## config.mk

```make
export PLATFORM = sky130hd
export DESIGN_NAME = mem_data_ctrl
export DESIGN_NICKNAME = d
export VERILOG_FILES = /design/src/rtl/mem_data_ctrl_pkg.sv /design/src/rtl/mem_data_ctrl_ld_extend.sv /design/src/rtl/mem_data_ctrl.sv
export SDC_FILE = /design/constraint.sdc
export NUM_CORES = 1
export LEC_CHECK = 0
export CAP_MARGIN = 20
export CORE_UTILIZATION = 42
export DETAILED_ROUTE_END_ITERATION = 16
export PLACE_DENSITY = 0.89
export REMOVE_ABC_BUFFERS = 1
export SYNTH_ARGS = -nofsm -noshare
export SYNTH_HDL_FRONTEND = slang
export SYNTH_SLANG_ARGS = --single-unit
```

## constraint.sdc

```tcl
create_clock -name clk -period 2.22 [get_ports clk]
set_input_delay 0.333 -clock clk [delete_from_list [all_inputs] [get_ports clk]]
set_output_delay 0.333 -clock clk [all_outputs]
set_load 0.005 [all_outputs]
```

## src/rtl/mem_data_ctrl_pkg.sv

```systemverilog
// mem_data_ctrl_pkg: shared types, constants and helpers for the data-side memory controller.
package mem_data_ctrl_pkg;
  localparam int ROB_W = 4;
  typedef logic [31:0] word_t;
  typedef logic [31:0] addr_t;
  typedef logic [ROB_W-1:0] rob_idx_t;
  localparam word_t ZERO_WORD = '0;
  localparam logic [3:0] LEN_BYTE = 4'd0;
  localparam logic [3:0] LEN_HALF = 4'd1;
  localparam logic [1:0] IO_HI = 2'b11;
  typedef enum logic [2:0] {IDLE, LOAD, STORE, IO_WAIT, DONE} state_e;
  // Unknown length codes fall through to a full word.
  function automatic logic [2:0] byte_cnt(input logic [3:0] len);
    return len == LEN_BYTE ? 3'd1 : len == LEN_HALF ? 3'd2 : 3'd4;
  endfunction
endpackage

```

## src/rtl/mem_data_ctrl_ld_extend.sv

```systemverilog
// mem_ld_extend: turns top-aligned raw load bytes into a zero/sign-extended word.
module mem_ld_extend
  import mem_data_ctrl_pkg::*;
(
  input  logic [2:0] n_i,
  input  logic       sext_i,
  input  word_t      raw_i,
  output word_t      word_o
);
  logic s;
  assign s = sext_i & raw_i[31];
  assign word_o = n_i == 3'd1 ? {{24{s}}, raw_i[31:24]} :
                  n_i == 3'd2 ? {{16{s}}, raw_i[31:16]} : raw_i;
endmodule

```

## src/rtl/mem_data_ctrl.sv

```systemverilog
// mem_data_ctrl: serialises SLB loads and ROB stores onto the byte-wide RAM port.
module mem_data_ctrl
  import mem_data_ctrl_pkg::*;
#(
  parameter logic [1:0] IO_ADDR_HI = IO_HI
) (
  input  logic       clk,
  input  logic       rst,
  input  logic       rdy,
  input  logic       rb,
  input  logic       mc_ld_ena,
  input  addr_t      mc_ld_addr,
  input  logic [3:0] mc_ld_len,
  input  logic       mc_ld_sext,
  input  rob_idx_t   mc_ld_src,
  output logic       mc_ld_done,
  output word_t      mc_ld_data,
  output logic       cdb_ld_valid,
  output rob_idx_t   cdb_ld_src,
  output word_t      cdb_ld_val,
  input  logic       st_ena,
  input  addr_t      st_addr,
  input  word_t      st_val,
  input  logic [3:0] st_len,
  output logic       st_done,
  input  logic       io_buffer_full,
  input  logic [7:0] mem_din,
  output logic [7:0] mem_dout,
  output addr_t      mem_a,
  output logic       mem_wr
);
  state_e     state_q;
  logic [2:0] cnt_q, n_q, j;
  logic       sext_q, wr_q, ld_done_q, st_done_q;
  rob_idx_t   src_q;
  word_t      data_q, mem_a_q, ld_data_q, shifted, ext;
  logic [7:0] dout_q;
  assign j = cnt_q + 3'd1;
  // RAM byte arriving now joins the shift register; after n loads it is top-aligned.
  assign shifted = {mem_din, data_q[31:8]};
  mem_ld_extend u_ext (.n_i(n_q), .sext_i(sext_q), .raw_i(shifted), .word_o(ext));
  always_ff @(posedge clk) begin
    if (rst) begin
      state_q   <= IDLE;
      cnt_q     <= '0;
      n_q       <= '0;
      sext_q    <= 1'b0;
      src_q     <= '0;
      data_q    <= ZERO_WORD;
      mem_a_q   <= ZERO_WORD;
      ld_data_q <= ZERO_WORD;
      dout_q    <= '0;
      wr_q      <= 1'b0;
      ld_done_q <= 1'b0;
      st_done_q <= 1'b0;
    end else if (rdy) begin
      case (state_q)
        IDLE: begin
          cnt_q <= '0;
          if (st_ena) begin
            n_q     <= byte_cnt(st_len);
            mem_a_q <= st_addr;
            if (st_addr[17:16] == IO_ADDR_HI && io_buffer_full) begin
              state_q <= IO_WAIT;
              data_q  <= st_val;
            end else begin
              state_q <= STORE;
              wr_q    <= 1'b1;
              dout_q  <= st_val[7:0];
              data_q  <= {8'h00, st_val[31:8]};
            end
          end else if (mc_ld_ena && !rb) begin
            state_q <= LOAD;
            n_q     <= byte_cnt(mc_ld_len);
            sext_q  <= mc_ld_sext;
            src_q   <= mc_ld_src;
            mem_a_q <= mc_ld_addr;
          end
        end
        IO_WAIT: if (!io_buffer_full) begin
          state_q <= STORE;
          wr_q    <= 1'b1;
          dout_q  <= data_q[7:0];
          data_q  <= {8'h00, data_q[31:8]};
        end
        STORE: begin
          cnt_q <= j;
          if (j < n_q) begin
            mem_a_q <= mem_a_q + 32'd1;
            dout_q  <= data_q[7:0];
            data_q  <= {8'h00, data_q[31:8]};
          end else begin
            wr_q      <= 1'b0;
            st_done_q <= 1'b1;
            state_q   <= DONE;
          end
        end
        LOAD: if (rb) state_q <= IDLE;
        else begin
          cnt_q  <= j;
          data_q <= shifted;
          if (j < n_q) mem_a_q <= mem_a_q + 32'd1;
          if (j > n_q) begin
            ld_data_q <= ext;
            ld_done_q <= 1'b1;
            state_q   <= DONE;
          end
        end
        DONE: begin
          state_q   <= IDLE;
          ld_done_q <= 1'b0;
          st_done_q <= 1'b0;
        end
        default: state_q <= IDLE;
      endcase
    end
  end
  assign mem_wr       = wr_q & rdy;
  assign mem_a        = mem_a_q;
  assign mem_dout     = dout_q;
  assign mc_ld_done   = ld_done_q & rdy & ~rb;
  assign cdb_ld_valid = ld_done_q & rdy & ~rb;
  assign mc_ld_data   = ld_data_q;
  assign cdb_ld_val   = ld_data_q;
  assign cdb_ld_src   = src_q;
  assign st_done      = st_done_q & rdy;
endmodule

```

Yosys cells after proc, flatten, opt, wreduce, memory -nomap -nowiden
Index checks and enable logic that the tools add are counted.

Flip-flop bits (word level): 121. Bits in latches: 0. RAM bits: 0. Bits in read-only memories: 0. Word-level logic and storage cells: 108. Memories kept: 0.

Add/sub/neg operators: 2. $mul: 0. Divide/modulo/power cells: 0. $lt $le $gt $ge: 2. Equality and inequality tests: 18. Shifts and indexed selects: 0. Muxes and demuxes: 44. Bitwise gates (word level): 7. Reduce and logical (&&, ||, !) cells: 23.

Operator list (count): two-way mux 32 bit (11); one-hot mux 32 bit (4 select lines) (1); one-hot mux 32 bit (3 select lines) (1); two-way mux 3 bit (13); adder 32 x 1 -> 32 bit, second input constant (1); two-way mux 8 bit (4); one-hot mux 8 bit (3 select lines) (1); AND reduction 6 bit (3); AND reduction 4 bit (4); != test 2 bit, second input constant (7); one-hot mux 3 bit (4 select lines) (1); equality test 3 x 2 -> 1 bit, second input constant (3); one-hot mux 3 bit (3 select lines) (1); AND reduction 3 bit (3); equality test 4 x 1 -> 1 bit, second input constant (2); zero test 4 bit (2); two-way mux 1 bit (8); equality test 3 x 1 -> 1 bit, second input constant (2); != test 3 bit, second input constant (2); nonzero test 2 bit (3); nonzero test 3 bit (2); AND 1 bit (5); AND reduction 5 bit (1); one-hot mux 1 bit (2 select lines) (2); 11 further kinds (13).

Longest topological paths before layout
Gate-level depths: netlist of the first run.

Word-level depth: 5. Depth in mapped cells: 10.

Modules after synthesis
From an unflattened synthesis of the first run, not the netlist that was laid out.

Cell total of the unflattened synthesis: 963. Area, all modules: 7538.5 um2.

By module, submodules not included: mem_data_ctrl (times used 1, cells an instance 846, area an instance 6718.9 um2, seq. area each 2422.3 um2); mem_ld_extend (times used 1, cells an instance 117, area an instance 819.5 um2, seq. area each 0.0 um2).

Worst setup path before layout of the first run
OpenSTA, ideal clock, no wires.

Path kind: register to register. Start: register cnt_q[0]. End: register data_q[5]. Library setup time: 0.128 ns. Arrival time: 2.253 ns. Data required time: 2.092 ns. Path slack: -0.160 ns. Stages on the path, launching flop included: 10. Path buffers: 1. Period minus slack after synthesis: 2.380 ns. Cell sequence: dfxtp_1 > ha_1 > xor2_1 > ha_1 > a21oi_1 > a21oi_1 > a211oi_1 > buf_2 > mux2i_1 > nor2_1.

Word-level cells in the longest chain between the ends: 4.

Ends and longest elaborated chain: start: declaration (line mem_data_ctrl.sv:33) `logic [2:0] cnt_q, n_q, j;`; start signal: assignment (line mem_data_ctrl.sv:87) `cnt_q <= j;`; start signal: assignment (line mem_data_ctrl.sv:100) `cnt_q <= j;`; adder 3 x 1 -> 3 bit (line mem_data_ctrl.sv:38) `assign j = cnt_q + 3'd1;`; less-than comparator 3 bit (line mem_data_ctrl.sv:88) `if (j < n_q) begin`; != test 2 bit (no source line); AND reduction 6 bit (no source line); end signal: assignment (line mem_data_ctrl.sv:84) `data_q <= {8'h00, data_q[31:8]};`; end signal: assignment (line mem_data_ctrl.sv:91) `data_q <= {8'h00, data_q[31:8]};`; end signal: assignment (line mem_data_ctrl.sv:101) `data_q <= shifted;`; end: declaration (line mem_data_ctrl.sv:36) `word_t data_q, mem_a_q, ld_data_q, shifted, ext;`.

No other way between the ends. A chain may end at the register's enable or synchronous reset.

Final worst setup path of the first run
Start: register cnt_q[1]. End: register data_q[29].

The elaborated chain is that of the path after synthesis.

==> results of run 1 <==
## placed cells by master (no fill, tap or decap), types with 3 or more instances in the layout
cell             netlist  layout
nand2_1               75      74
a22oi_1               11      11
o211ai_1              12      12
nand3b_1               3       3
o21ai_0               55      38
o31ai_1                4       4
nand2b_1               6       6
dfxtp_2                0       5
inv_1                 11      11
clkdlybuf4s50_1        0     231
o31a_1                 3       3
clkinv_4               0       3
buf_6                  0       7
a211oi_1              22      18
bufinv_16              0       5
a32o_1                 4       4
and2_1                 9       8
nor3b_1                5       3
nor3_1                14      14
o21ai_1                1      17
or4_1                  3       3
nor2_2                 0       3
nor2b_1                6       6
nor2_1               106     103
mux2i_1               91      91
mux2_2                18      18
a211oi_2               1       4
a21oi_1               92      80
nand3_1               19      18
a21oi_2                0      10
clkbuf_16              0      20
dfxtp_1              121     116
nand4_1                8       8
buf_4                 34      56
o22ai_1                4       4
buf_12                 0       8
nor4_1                 5       5
and3_1                 9       9
## cells in the mapped netlist (3+ instances only)
cell type / count
clkbuf_1: 46
o211ai_1: 12
ha_1: 5
and2_1: 9
o31a_1: 3
nand3b_1: 3
o21ai_0: 55
a22oi_1: 11
nor4_1: 5
nor3_1: 14
mux2_2: 18
buf_1: 8
a32o_1: 4
nor3b_1: 5
nand2_1: 75
inv_1: 11
buf_4: 34
o22ai_1: 4
nand4_1: 8
a2111oi_0: 4
nand2b_1: 6
mux2i_1: 91
nand3_1: 19
a211oi_1: 22
a21oi_1: 92
and3_1: 9
nor2b_1: 6
or4_1: 3
nor2_1: 106
buf_2: 11
o31ai_1: 4
a31oi_1: 3
dfxtp_1: 121
o21a_1: 3
## sequential cells by signal, indices dropped and copies added, names as in the netlist, 3 cells and up
name        count
state_q         3
n_q             3
mem_a          32
data_q         32
mem_dout        8
cnt_q           3
cdb_ld_src      4
cdb_ld_val     32
## worst max-delay path: stages, from the launching register on
cell	delay [ns]
dfxtp_2	0.37
ha_4	0.16
xor2_2	0.19
ha_4	0.25
nand3b_1	0.20
a21oi_4	0.13
a211oi_4	0.22
buf_6	0.19
buf_16	0.16
nor2_1	0.06
a211oi_1	0.28
## final cells by class
class                   instances  area, sq um
repair buffers                311         3120
clock buffers                  20          447
fillers                      1241         5670
flip-flops and latches        121         2430
clock inverters                11          196
diodes                          1         2.50
multi-input cells             648         4340
well taps                     220          275
inverters                      11         41.3
## path summary, 6_finish.rpt
path / startpoint / to / slack [ns] / cells past startpoint
worst max-delay path: cnt_q[1]$_SDFFE_PP0P_ / data_q[29]$_SDFFE_PP0P_ / -0.1 / 10
worst min-delay path: st_ena / state_q[1]$_SDFFE_PP0P_ / 0.32 / 3
worst max register to register: cnt_q[1]$_SDFFE_PP0P_ / data_q[29]$_SDFFE_PP0P_ / -0.1 / 10
worst min register to register: wr_q$_SDFFE_PP0P_ / wr_q$_SDFFE_PP0P_ / 0.48 / 2
## power by group
part	internal [mW]	switching, mW	leakage [nW]
Combinational	1.12	1.11	2.99
Clock	2.02	1.04	0.306
Sequential	2.37	0.202	0.989
Total	5.50	2.34	4.29
## layer usage
layer | track usage [%] | part of all wire [%]
met5 | 0 | 0.070
met1 | 33.1 | 38
met3 | 8.00 | 10
met4 | 12.0 | 3.7
met2 | 48.7 | 48
## logic make-up after synthesis
family	count (synthesis)
flops	121
mux	109
simple gates	286
fa+ha+maj	5
compound gates	246
xor+xnor	2
buf+inv	110
## what timing repair did
item | 4_1_cts | 5_1_grt
setup endpoints to repair | 95 | 109
hold buffers | 0 | 0
pin swaps | 13 | 6
resized for setup | 50 | 25
gates cloned | 3 | 3
setup buffers | 8 | 1
==> flow_metrics.env, run 1 <==
export IMPL_outcome="finished, violations left"
export IMPL_violations="setup timing"
export IMPL_grt_pass1_wl_mm=39.4
export IMPL_setup_violations=67
export IMPL_post_drt_wl_per_cell_um=19.2
export IMPL_synth_cell_types=69
export IMPL_cts_root_buffer="clkbuf_16"
export IMPL_yosys_area_share_adder_pct=0.882
export IMPL_pre_cts_slack_ns=-0.299
export IMPL_max_cap_violations=0
export IMPL_cts_tree="built"
export IMPL_grt_usage_pct=28.4
export IMPL_dp_cells=1297
export IMPL_grt_max_degree=40
export IMPL_period_share_pct=104
export IMPL_start_kind="flop"
export IMPL_drive_gt1_share_pct=16.0
export IMPL_cts_num_sinks=121
export IMPL_syn_area_sq_um=7090
export IMPL_post_route_min_period_ns=2.32
export IMPL_netlist_area_leader_share_pct=34.2
export IMPL_vias=8011
export IMPL_clock_fmax_ghz=0.431
export IMPL_synth_simple_area_share_pct=19.3
export IMPL_ir_worst_vdd_uv=660
export IMPL_cp_arrival_ns=2.65
export IMPL_syn_avg_cell_area_sq_um=8.07
export IMPL_core_sq_um=16500
export IMPL_nNetsFinal=1239
export IMPL_die_h_um=132
export IMPL_finalMaxSlewViolations=0
export IMPL_synth_top_family_by_area="compound AO/OA/AOI/OAI gates"
export IMPL_grt_pass1_vias=7648
export IMPL_drcViolationCount=0
export IMPL_crit_required_ns=2.55
export IMPL_ios=236
export IMPL_antenna_found_initial=1
export IMPL_async_flop_share_pct=0
export IMPL_ant_nets=0
export IMPL_design_area_sq_um=10900
export IMPL_p_per_area_nw_per_um2=723
export IMPL_syn2layout_area_growth_pct=53.1
export IMPL_portBuffers=235
export IMPL_clkLatencyLatePin_ns=0.43
export IMPL_first_pass_iters=8
export IMPL_fin_cells=1343
export IMPL_wl_mm=25.8
export IMPL_hold_path_class="in2reg"
export IMPL_postLayoutSetupSlackWorst_ns=-0.0983
export IMPL_hold_ws_ns=0.319
export IMPL_worst_pin_slew_ns=0.638
export IMPL_initial_core_util_pct=42.9
export IMPL_relSlewSlack_pct=57.4
export IMPL_synthCells=879
export IMPL_ys_flop_type="dfxtp_1"
export IMPL_synth_area_leaders="dfxtp_1 34%, mux2i_1 13%, a21oi_1 6.5%"
export IMPL_clkTransAtPathRegs_ns=0.06
export IMPL_hold_violations=0
export IMPL_skew_ns=0.0208
export IMPL_synth_warnings=0
export IMPL_synth_compound_area_share_pct=21.8
export IMPL_critPathKind="reg2reg"
export IMPL_placed_area_sq_um=9790
export IMPL_clockBufferDepth=2
export IMPL_fin_util_pct=65.7
export IMPL_numCtsBuffers=17
export IMPL_crit_fanout=17
export IMPL_die_x_um=132
export IMPL_synth_mux_area_fraction_pct=15.7
export IMPL_setup_tns_final_ns=-3.34
export IMPL_row_count=47
export IMPL_drt_iter0_drc=892
export IMPL_grt_overflow_total=0
export IMPL_yosysSeqAreaShare_pct=34.2
export IMPL_rsz0062_at_grt="true"
export IMPL_avgViaCountPerCell=5.97
export IMPL_synth_edf_count=0
export IMPL_crit_path_end_kind="flop"
export IMPL_dp_hpwl_mm=17.0
export IMPL_gp_congestion=0.957
export IMPL_p_leak_nw=4.29
export IMPL_cts_max_level=4
export IMPL_dieArea_sq_um=17400
export IMPL_synth_seq_cells=121
export IMPL_synth_xor_area_share_pct=0.247
export IMPL_power_total_mw=7.84
export IMPL_synth_top_area_cell="dfxtp_1"
Power figures use the tool's default switching activity.
==> run 2, diff against run 1 <==
- SKIP_CTS_REPAIR_TIMING: unset -> 1
==> flow_metrics.env, run 2 (synthesis results as in run 1) <==
export IMPL_post_route_min_period_ns=2.46
export IMPL_dp_hpwl_mm=17.0
export IMPL_crit_required_ns=2.56
export IMPL_core_sq_um=16500
export IMPL_p_leak_nw=4.46
export IMPL_wl_mm=27.9
export IMPL_hold_path_class="in2reg"
export IMPL_outcome="finished, violations left"
export IMPL_slowest_stage="and4b_4"
export IMPL_clkTransAtPathRegs_ns=0.06
export IMPL_critPathKind="reg2reg"
export IMPL_grt_usage_pct=27.1
export IMPL_finalMaxSlewViolations=0
export IMPL_skew_ns=0.0113
export IMPL_dieArea_sq_um=17400
export IMPL_period_share_pct=111
export IMPL_power_total_mw=8.16
export IMPL_cts_tree="built"
export IMPL_crit_fanout=8
export IMPL_layout_commonest_cell="clkdlybuf4s50_1"
export IMPL_clock_fmax_ghz=0.406
export IMPL_relSlewSlack_pct=49.9
export IMPL_avgViaCountPerCell=6.14
export IMPL_die_x_um=132
export IMPL_post_drt_wl_per_cell_um=20.6
export IMPL_grt_overflow_total=0
export IMPL_cts_max_level=4
export IMPL_cts_root_buffer="clkbuf_16"
export IMPL_fin_cells=1353
export IMPL_p_per_area_nw_per_um2=718
export IMPL_drt_iter0_drc=868
export IMPL_clkLatencyLatePin_ns=0.43
export IMPL_antenna_found_initial=1
export IMPL_hold_violations=0
export IMPL_numCtsBuffers=17
export IMPL_grt_pass1_wl_mm=37.8
export IMPL_use_met2_pct=46.8
export IMPL_vias=8312
export IMPL_grt_pass1_vias=7476
export IMPL_ios=236
export IMPL_grtUsageMet3_pct=8.15
export IMPL_nNetsFinal=1249
export IMPL_initial_core_util_pct=42.9
export IMPL_dp_cells=1297
export IMPL_met1_usage_pct=31.5
export IMPL_max_cap_violations=0
export IMPL_grt_max_degree=40
export IMPL_die_h_um=132
export IMPL_row_count=47
export IMPL_syn2layout_area_growth_pct=60.3
export IMPL_cts_num_sinks=121
export IMPL_critPathMaxStageDelay_ns=0.39
export IMPL_postLayoutSetupSlackWorst_ns=-0.242
export IMPL_pre_cts_slack_ns=-0.299
export IMPL_final_cell_mix="231 x clkdlybuf4s50_1, 115 x dfxtp_1, 99 x nor2_1"
export IMPL_crit_chain="ha_4 -> xor2_1 -> ha_1 -> nand3b_1 -> a32oi_2 -> and4b_4 -> clkbuf_16 -> o211ai_1 -> a21oi_1"
export IMPL_portBuffers=235
export IMPL_drcViolationCount=0
export IMPL_setup_violations=92
export IMPL_grt_busiest_layer="met2"
export IMPL_fin_util_pct=68.8
export IMPL_first_pass_iters=7
export IMPL_start_kind="flop"
export IMPL_ir_worst_vdd_uv=659
export IMPL_cp_arrival_ns=2.81
export IMPL_violations="setup timing"
export IMPL_clockBufferDepth=2
export IMPL_ant_nets=0
export IMPL_gp_congestion=0.957
export IMPL_rsz0062_at_grt="true"
export IMPL_drive_gt1_share_pct=20.8
export IMPL_worst_pin_slew_ns=0.745
export IMPL_crit_path_end_kind="flop"
[run 2: path summary, 6_finish.rpt]
kind	from	endpoint	slack (ns)	cells past startpoint
max	cnt_q[1]$_SDFFE_PP0P_	cdb_ld_val[5]$_SDFFE_PP0P_	-0.24	9
min	rdy	state_q[1]$_SDFFE_PP0P_	0.33	2
max reg2reg	cnt_q[1]$_SDFFE_PP0P_	cdb_ld_val[5]$_SDFFE_PP0P_	-0.24	9
min reg2reg	mem_a[1]$_SDFFE_PP0P_	mem_a[1]$_SDFFE_PP0P_	0.49	2
[run 2: final cells by class]
cell class,instances,area (sq um)
fillers,1163,5160
multi-input cells,648,4610
repair buffers,321,3360
flip-flops and latches,121,2430
clock buffers,20,447
well taps,220,275
clock inverters,11,196
inverters,11,41.3
diodes,1,2.50
[run 2: where the power goes]
group          switching, mW  internal, mW  leakage [nW]
clock                   1.04          2.02         0.306
combinational           1.26          1.25          3.16
sequential             0.218          2.37         0.989
total                   2.52          5.64          4.46
[run 2: routing by layer]
layer / wire (um) / up-vias / part of all wire [%]
li1: - / 3652 / -
met1: 10100 / 3864 / 36
met2: 13600 / 674 / 49
met3: 3120 / 120 / 11
met4: 1100 / 2 / 3.9
met5: 13 / - / 0.047
[run 2: metrics by stage]
| step | TNS [ns] | instance area [sq um] | hold WS [ns] |
|---|---|---|---|
| after floorplan | -137.02 | 6580 | 0.402 |
| after global placement | -5.87 | 9780 | 0.456 |
| after detailed placement | -14.65 | 9790 | 0.467 |
| after CTS | -17.29 | 10400 | 0.301 |
| after global routing | -18.31 | 11400 | 0.327 |
| final | -11.07 | 11400 | 0.326 |
[run 2: worst max-delay path: cells and delay by family, from the launching register on]
kind	cells	cell delay (ns)
flip-flops	1	0.34
AND/OR/NAND/NOR	2	0.60
AO/OA/AOI/OAI	3	0.55
adder cells (fa/ha/maj)	2	0.53
buffers and inverters	1	0.20
XOR/XNOR	1	0.14
==> run 3, diff against run 2 <==
- CAP_MARGIN: 20 -> unset
- CORE_MARGIN: unset -> 2
==> flow_metrics.env, run 3 (synthesis results as in run 1) <==
export IMPL_outcome="finished, violations left"
export IMPL_violations="setup timing"
export IMPL_dieArea_sq_um=17900
export IMPL_numCtsBuffers=17
export IMPL_cp_arrival_ns=2.75
export IMPL_critPathMaxStageDelay_ns=0.33
export IMPL_cts_root_buffer="clkbuf_16"
export IMPL_hold_violations=0
export IMPL_p_leak_nw=4.27
export IMPL_hold_path_class="in2reg"
export IMPL_postLayoutSetupSlackWorst_ns=-0.240
export IMPL_post_drt_wl_per_cell_um=19.4
export IMPL_crit_path_end_kind="flop"
export IMPL_critPathKind="reg2reg"
export IMPL_grt_max_degree=45
export IMPL_clkLatencyLatePin_ns=0.43
export IMPL_syn2layout_area_growth_pct=50.9
export IMPL_grt_usage_pct=26.8
export IMPL_drcViolationCount=0
export IMPL_setup_tns_final_ns=-9.27
export IMPL_vias=7966
export IMPL_layout_commonest_cell="clkdlybuf4s50_1"
export IMPL_gp_congestion=0.882
export IMPL_rsz0062_at_grt="true"
export IMPL_finalMaxSlewViolations=0
export IMPL_die_h_um=134
export IMPL_ios=236
export IMPL_placed_area_sq_um=9800
export IMPL_grt_pass1_vias=7460
export IMPL_clockBufferDepth=2
export IMPL_clkTransAtPathRegs_ns=0.06
export IMPL_final_cell_mix="231 x clkdlybuf4s50_1, 119 x dfxtp_1, 103 x nor2_1"
export IMPL_row_count=47
export IMPL_nNetsFinal=1239
export IMPL_cts_max_level=4
export IMPL_wl_mm=26.0
export IMPL_design_area_sq_um=10700
export IMPL_antenna_found_initial=0
export IMPL_setup_violations=103
export IMPL_p_per_area_nw_per_um2=712
export IMPL_grt_overflow_total=0
export IMPL_start_kind="flop"
export IMPL_pre_cts_slack_ns=-0.278
export IMPL_period_share_pct=111
export IMPL_crit_chain="ha_4 -> xor2_1 -> ha_1 -> a21oi_2 -> a21oi_4 -> a211oi_4 -> buf_6 -> buf_12 -> mux2i_1 -> nor2_1"
export IMPL_skew_ns=0.00972
export IMPL_avgViaCountPerCell=5.93
export IMPL_hold_ws_ns=0.399
export IMPL_ant_nets=0
export IMPL_drive_gt1_share_pct=14.4
export IMPL_post_route_min_period_ns=2.46
export IMPL_portBuffers=235
export IMPL_grt_pass1_wl_mm=38.2
export IMPL_relSlewSlack_pct=46.5
export IMPL_ir_worst_vdd_uv=614
export IMPL_cts_num_sinks=121
export IMPL_worst_pin_slew_ns=0.801
export IMPL_clock_fmax_ghz=0.406
export IMPL_dp_hpwl_mm=17.7
export IMPL_crit_fanout=8
export IMPL_slowest_stage="dfxtp_2"
export IMPL_first_pass_iters=8
export IMPL_cts_tree="built"
export IMPL_core_sq_um=16500
export IMPL_initial_core_util_pct=42.9
export IMPL_drt_iter0_drc=876
export IMPL_fill_cells=1269
export IMPL_die_x_um=134
export IMPL_max_cap_violations=0
export IMPL_crit_required_ns=2.51
==> run 3: cell types whose count changed in the layout (fill, tap and decap cells not counted), sizes merged <==
cell,before,now
bufinv,5,3
clkbuf,31,26
clkinvlp,2,3
buf,77,73
==> run 3: path summary, 6_finish.rpt <==
kind                         startpoint                      end  slack (ns)  cells past startpoint
setup / recovery  cnt_q[0]$_SDFFE_PP0P_  data_q[13]$_SDFFE_PP0P_       -0.24                     10
hold / removal                      rdy  state_q[1]$_SDFFE_PP0P_        0.40                      3
setup reg to reg  cnt_q[0]$_SDFFE_PP0P_  data_q[13]$_SDFFE_PP0P_       -0.24                     10
hold reg to reg       wr_q$_SDFFE_PP0P_        wr_q$_SDFFE_PP0P_        0.47                      2
==> run 3: layout make-up <==
class,instances,area (sq um),area share [%]
Tap cell,220,275,2.57
Sequential cell,121,2420,22.7
Timing Repair Buffer,311,3090,28.9
Clock inverter,10,144,1.34
Clock buffer,21,470,4.40
Inverter,11,41.3,0.386
Multi-Input combinational cell,648,4250,39.8
Antenna cell,1,2.50,0.0234
==> run 3: worst max-delay path: cells and delay by family, from the launching register on <==
kind                       cells  cell delay [ns]
adders and majority gates      2             0.49
DFF                            1             0.33
and+or+nand+nor                1             0.09
AOI/OAI and AO/OA              3             0.63
xor gates and xnor gates       1             0.14
buffers and inverters          2             0.32
muxes                          1             0.32
==> run 3: metal layers <==
metal,GRT usage (%),vias to the layer above,part of all wire [%]
met4,9.87,0,3.4
met5,0,-,0
met3,7.29,86,12
met2,46.0,572,48
met1,32.1,3688,37
li1,-,3620,-
==> run 3: through the flow <==
step | cells | power [mW] | utilization (%)
CTS | 1332 | 7.45 | 63.0
detailed placement | 1301 | 4.57 | 59.3
global placement | 1301 | 4.51 | 59.3
finish | 1343 | 7.61 | 64.8
floorplan | 780 | 3.55 | -
global route | 1342 | 7.89 | 64.7
==> run 3: where the power goes <==
part           switching [mW]  internal [mW]  total, mW
registers               0.200           2.37       2.57
clock network            1.05           1.85       2.90
logic                    1.07           1.08       2.15
==> RTL change 1: new RTL, config.mk and constraints of run 2 <==
Change the package constant `ROB_W` from 4 to 6.
--- a/src/rtl/mem_data_ctrl_pkg.sv
+++ b/src/rtl/mem_data_ctrl_pkg.sv
@@ -1,6 +1,6 @@
 // mem_data_ctrl_pkg: shared types, constants and helpers for the data-side memory controller.
 package mem_data_ctrl_pkg;
-  localparam int ROB_W = 4;
+  localparam int ROB_W = 6;
   typedef logic [31:0] word_t;
   typedef logic [31:0] addr_t;
   typedef logic [ROB_W-1:0] rob_idx_t;
Interface: changed (resized cdb_ld_src and mc_ld_src); port bits go from 236 to 240. No check against the original RTL was run, so the function may have changed too.
==> RTL change 1 against run 2 <==
- via count shrank 0.51%
- critical path depth grew 1
- cell area shrank 3.1%
- power grew 3.8%
- sequential cell count grew 2
- synthesized area grew 2.3%
- setup slack gained 180 ps
- sequential power grew 7%
- count of clock-buffer cells in the layout grew 4
- critical endpoint is now mem_a[28]
- wire length shrank 4.0%
- the flow still finishes with violations (negative setup slack)
==> RTL change 1: results (changes against run 2) <==
- DR vias/cell: 5.98 (-2.7%)
- Worst hold path type: input port to register
- Hpwl dp: 18.1 mm (+6.4%)
- Final nets: 1281 (+2.6%)
- Clock-pin slew on the worst setup and hold paths: 60 ps (about the same)
- CTS Buffer Depth: 2 (unchanged)
- Share of cells above drive strength 1: 17.8% (-3.0 points)
- CTS root buffer: clkbuf_16
- Setup Skew: 10.4 ps (-0.936 ps)
- TritonCTS Buffers: 17 (unchanged)
- Clock H-tree levels: 4 (unchanged)
- Later-pin clock latency in the skew report: 430 ps (about the same)
- Outcome: complete, but fails checks
- Vias in the first global route: 7696 (+2.9%)
- Largest net degree at the start of global routing: 57 (+43%)
- Worst Max-Slew Pin Slew: 625 ps (-120 ps)
- TritonRoute pass-1 iters: 7 (unchanged)
- Failing checks: negative setup slack
- Fin. Hold Viols: 0 (unchanged)
- Yosys Warn Count: 0 (unchanged)
- Post-route DRC: 0 (unchanged)
- WL/cell: 19.4 µm (-6.2%)
- Most frequent cells after synthesis: 133 x nand2_1, 123 x dfxtp_1, 86 x a21oi_1, 76 x nor2_1, 67 x mux2i_1
- Worst Setup Slack, final: -63.7 ps (+178 ps)
- Seq/Total Area, Yosys: 33.9% (-0.23 points)
- Critical Path AT: 2580 ps (-230 ps)
- GPL Wtd Cong: 0.960 (+0.31%)
- Synth Flop Type: dfxtp_1
- Critical path peak fanout: 5 (-3)
- Setup_tns: -467 ps (+10600 ps)
- Final-layout fill cell count: 1303 (+12%)
- PortBufs: 239 (+1.7%)
- Post-synthesis cell type count: 73 (+5.8%)
- Maximum vdd drop: 0.000526 V (-20%)
- Antenna violations before repair: 1 (unchanged)
- Setup-failing EPs final: 28 (-70%)
- Dpl ws: -204 ps (+95.1 ps)
- FFs w/ async S/R, synth: 0% (unchanged)
- First-pass GRT wire length: 39.1 mm (+3.4%)
- Initial drt markers: 761 (-12%)
- P_leak: 0.00422 µW (-5.4%)
- Largest cells by area after synthesis: dfxtp_1 34%, mux2i_1 9.2%, nand2_1 6.9%, a21oi_1 5.9%, nor2_1 3.9%
- GRT Util Overall: 27.6% (+0.49 points)
[RTL change 1: power breakdown]
part           switching (µW)  internal, µW  leakage, µW
Combinational            1550          1460      0.00294
Clock                     996          1700     0.000278
Sequential                298          2470      0.00100
[RTL change 1: logic make-up after synthesis]
group	Yosys count	share of synthesized area, %
multiplexers	83	11.7
XOR/XNOR	2	0.242
AO/OA/AOI/OAI	255	23.4
adder cells (fa/ha/maj)	5	0.862
AND/OR/NAND/NOR	325	21.4
buffers and inverters	110	8.43
flip-flops	123	33.9
[RTL change 1: layout make-up]
type                    count  share of cell area (%)
diodes                      1                  0.0227
clock buffers              24                    4.28
clock inverters             8                   0.841
inverters                  11                   0.375
multi-input cells         670                    40.5
flip-flops and latches    123                    22.4
well taps                 220                    2.50
repair buffers            327                    29.1
[RTL change 1: stage by stage]
step / std cells / hold slack [ps] / instance area, µm²
floorplan: 804 / 395 / 6680
global placement: 1336 / 447 / 9980
detailed placement: 1336 / 451 / 9980
CTS: 1368 / 210 / 10500
global route: 1383 / 230 / 11000
finish: 1384 / 227 / 11000
[RTL change 1: metal layers]
layer | share of wire [%] | track usage [%]
met1 | 37 | 32.0
met2 | 49 | 48.7
met3 | 10 | 6.58
met4 | 3.1 | 11.1
met5 | 0 | 0
[RTL change 1: worst paths after layout]
kind | start | slack (ps) | to | cells past startpoint
max | cnt_q[1] | -60 | mem_a[28] | 10
min | rst | 230 | data_q[20] | 2
max reg2reg | cnt_q[1] | -60 | mem_a[28] | 10
min reg2reg | data_q[3] | 460 | data_q[3] | 2
[RTL change 1: worst max-delay path, stage by stage (launching register included)]
cell      delay (ps)
dfxtp_2          340
ha_4             170
xor2_2           180
ha_4             270
nand3b_1         140
buf_4            160
nand2_2          110
a21o_4           270
buf_4            160
o211ai_1         230
o21ai_0          130
==> RTL change 2: new RTL, settings of run 2 <==
Made on the original files. Reset style: asynchronous (`rst`), changed in one clocked block.
--- a/src/rtl/mem_data_ctrl.sv
+++ b/src/rtl/mem_data_ctrl.sv
@@ -39,7 +39,7 @@
   // RAM byte arriving now joins the shift register; after n loads it is top-aligned.
   assign shifted = {mem_din, data_q[31:8]};
   mem_ld_extend u_ext (.n_i(n_q), .sext_i(sext_q), .raw_i(shifted), .word_o(ext));
-  always_ff @(posedge clk) begin
+  always_ff @(posedge clk or posedge rst) begin
     if (rst) begin
       state_q   <= IDLE;
       cnt_q     <= '0;
Check against the original RTL: not equivalent (a bounded check fails within 4 cycles, from zero or initial values and one cycle with rst high; the reset may be asserted at any time).
==> RTL change 2 against run 2 <==
- the run still ends with negative setup slack left
- sequential cell count unchanged
- wire length down 7.0%
- cell area down 0.97%
- critical path type unchanged
- sequential share of layout area up 5.5 points
- synthesized area up 5.1%
- setup slack better by 92 ps
Power is not compared: it rests on default switching activity, and its combinational part moved more than twofold at a synthesized area within 25%.
==> RTL change 2: results (changes against run 2) <==
- Outcome: complete, but fails checks
- Failing checks: negative setup slack
- Initial drt markers: 670 (-23%)
- GPL Wtd Cong: 0.928 (-3.1%)
- Final WL: 26.0 mm (-7.0%)
- Final instance area: 0.0113 mm² (-0.97%)
- Cell area after synthesis: 0.00745 mm² (+5.1%)
- Final nets: 1250 (+0.080%)
- CP max stage delay: 500 ps (+110 ps)
- Vias in the first global route: 7636 (+2.1%)
- Clock-cell share: 4.80% (-0.86 points)
- Largest net degree at the start of global routing: 66 (+65%)
- GRT Util Overall: 27.7% (+0.53 points)
- Final cell count without fillers: 1359 (+0.44%)
- Signal buffers share of area: 27.8% (-1.7 points)
- FFs w/ async S/R, synth: 100% (+100 points)
- Largest cells by area after synthesis: dfrtp_1 41%, a21oi_1 7.4%, mux2i_1 6.7%, o21ai_0 5.7%, nand2_1 5.7%
- Most frequent cells after synthesis: 121 x dfrtp_1, 113 x nand2_1, 110 x a21oi_1, 85 x o21ai_0, 81 x nor2_1
- Mux cell area share after synthesis: 9.44% (-6.3 points)
- Share of cells above drive strength 1: 18.4% (-2.4 points)
- Antenna violations before repair: 0 (-1)
- First-pass GRT wire length: 38.6 mm (+1.9%)
- Seq/Total Area, Yosys: 40.6% (+6.5 points)
- Non-CTS inverters: 12 (+1)
- Sequential share of cell area: 26.9% (+5.5 points)
- Clkbuf count: 18 (-10%)
- Max transition margin: 64.2% (+14 points)
- Reg-to-reg endpoint: data_q[8]
- Synth Area in Compound Gates: 25.0% (+3.2 points)
- Buffers excl. clock: 314 (-2.2%)
- Worst Setup Slack, final: -150 ps (+91.7 ps)
- Setup_tns: -4520 ps (+6550 ps)
- Diode count: 0 (-1)
- Dpl ws: -183 ps (+116 ps)
- Setup Skew: 8.61 ps (-2.74 ps)
- Final-layout fill cell count: 1388 (+19%)
- Multi-input comb cells: 655 (+1.1%)
- CP top delay family: compound AO/OA/AOI/OAI gates
- Setup-failing EPs final: 47 (-49%)
- TritonRoute pass-1 iters: 6 (-1)
- DP Area: 0.0102 mm² (+4.3%)
RTL change 2: cell types whose count changed after synthesis, moves of 9 or more:
cell,change
nor2_1,-25
dfxtp_1,-121
a211oi_1,-19
a2bb2oi_1,+9
o22ai_1,+11
o21ai_0,+30
nand2_1,+38
dfrtp_1,+121
mux2i_1,-41
a21oi_1,+18
RTL change 2: power by group through the flow:
stage,sequential [µW],combinational (µW),clock [µW]
2_1_floorplan,4130,3460,0
3_3_place_gp,4010,7200,0
3_5_place_dp,4050,7430,0
4_1_cts,4030,7500,2560
5_1_grt,4260,9330,2670
6_report,4130,8590,2530
RTL change 2: layer usage:
metal  up-vias  track usage, %  routed length [µm]  share of wire [%]
met2       519            46.8               12900                 50
met3        68            8.08                2790                 11
li1       3676               -                   -                  -
met4         0            12.7                 760                2.9
met1      3840            32.2                9490                 37
met5         -               0                   0                  0
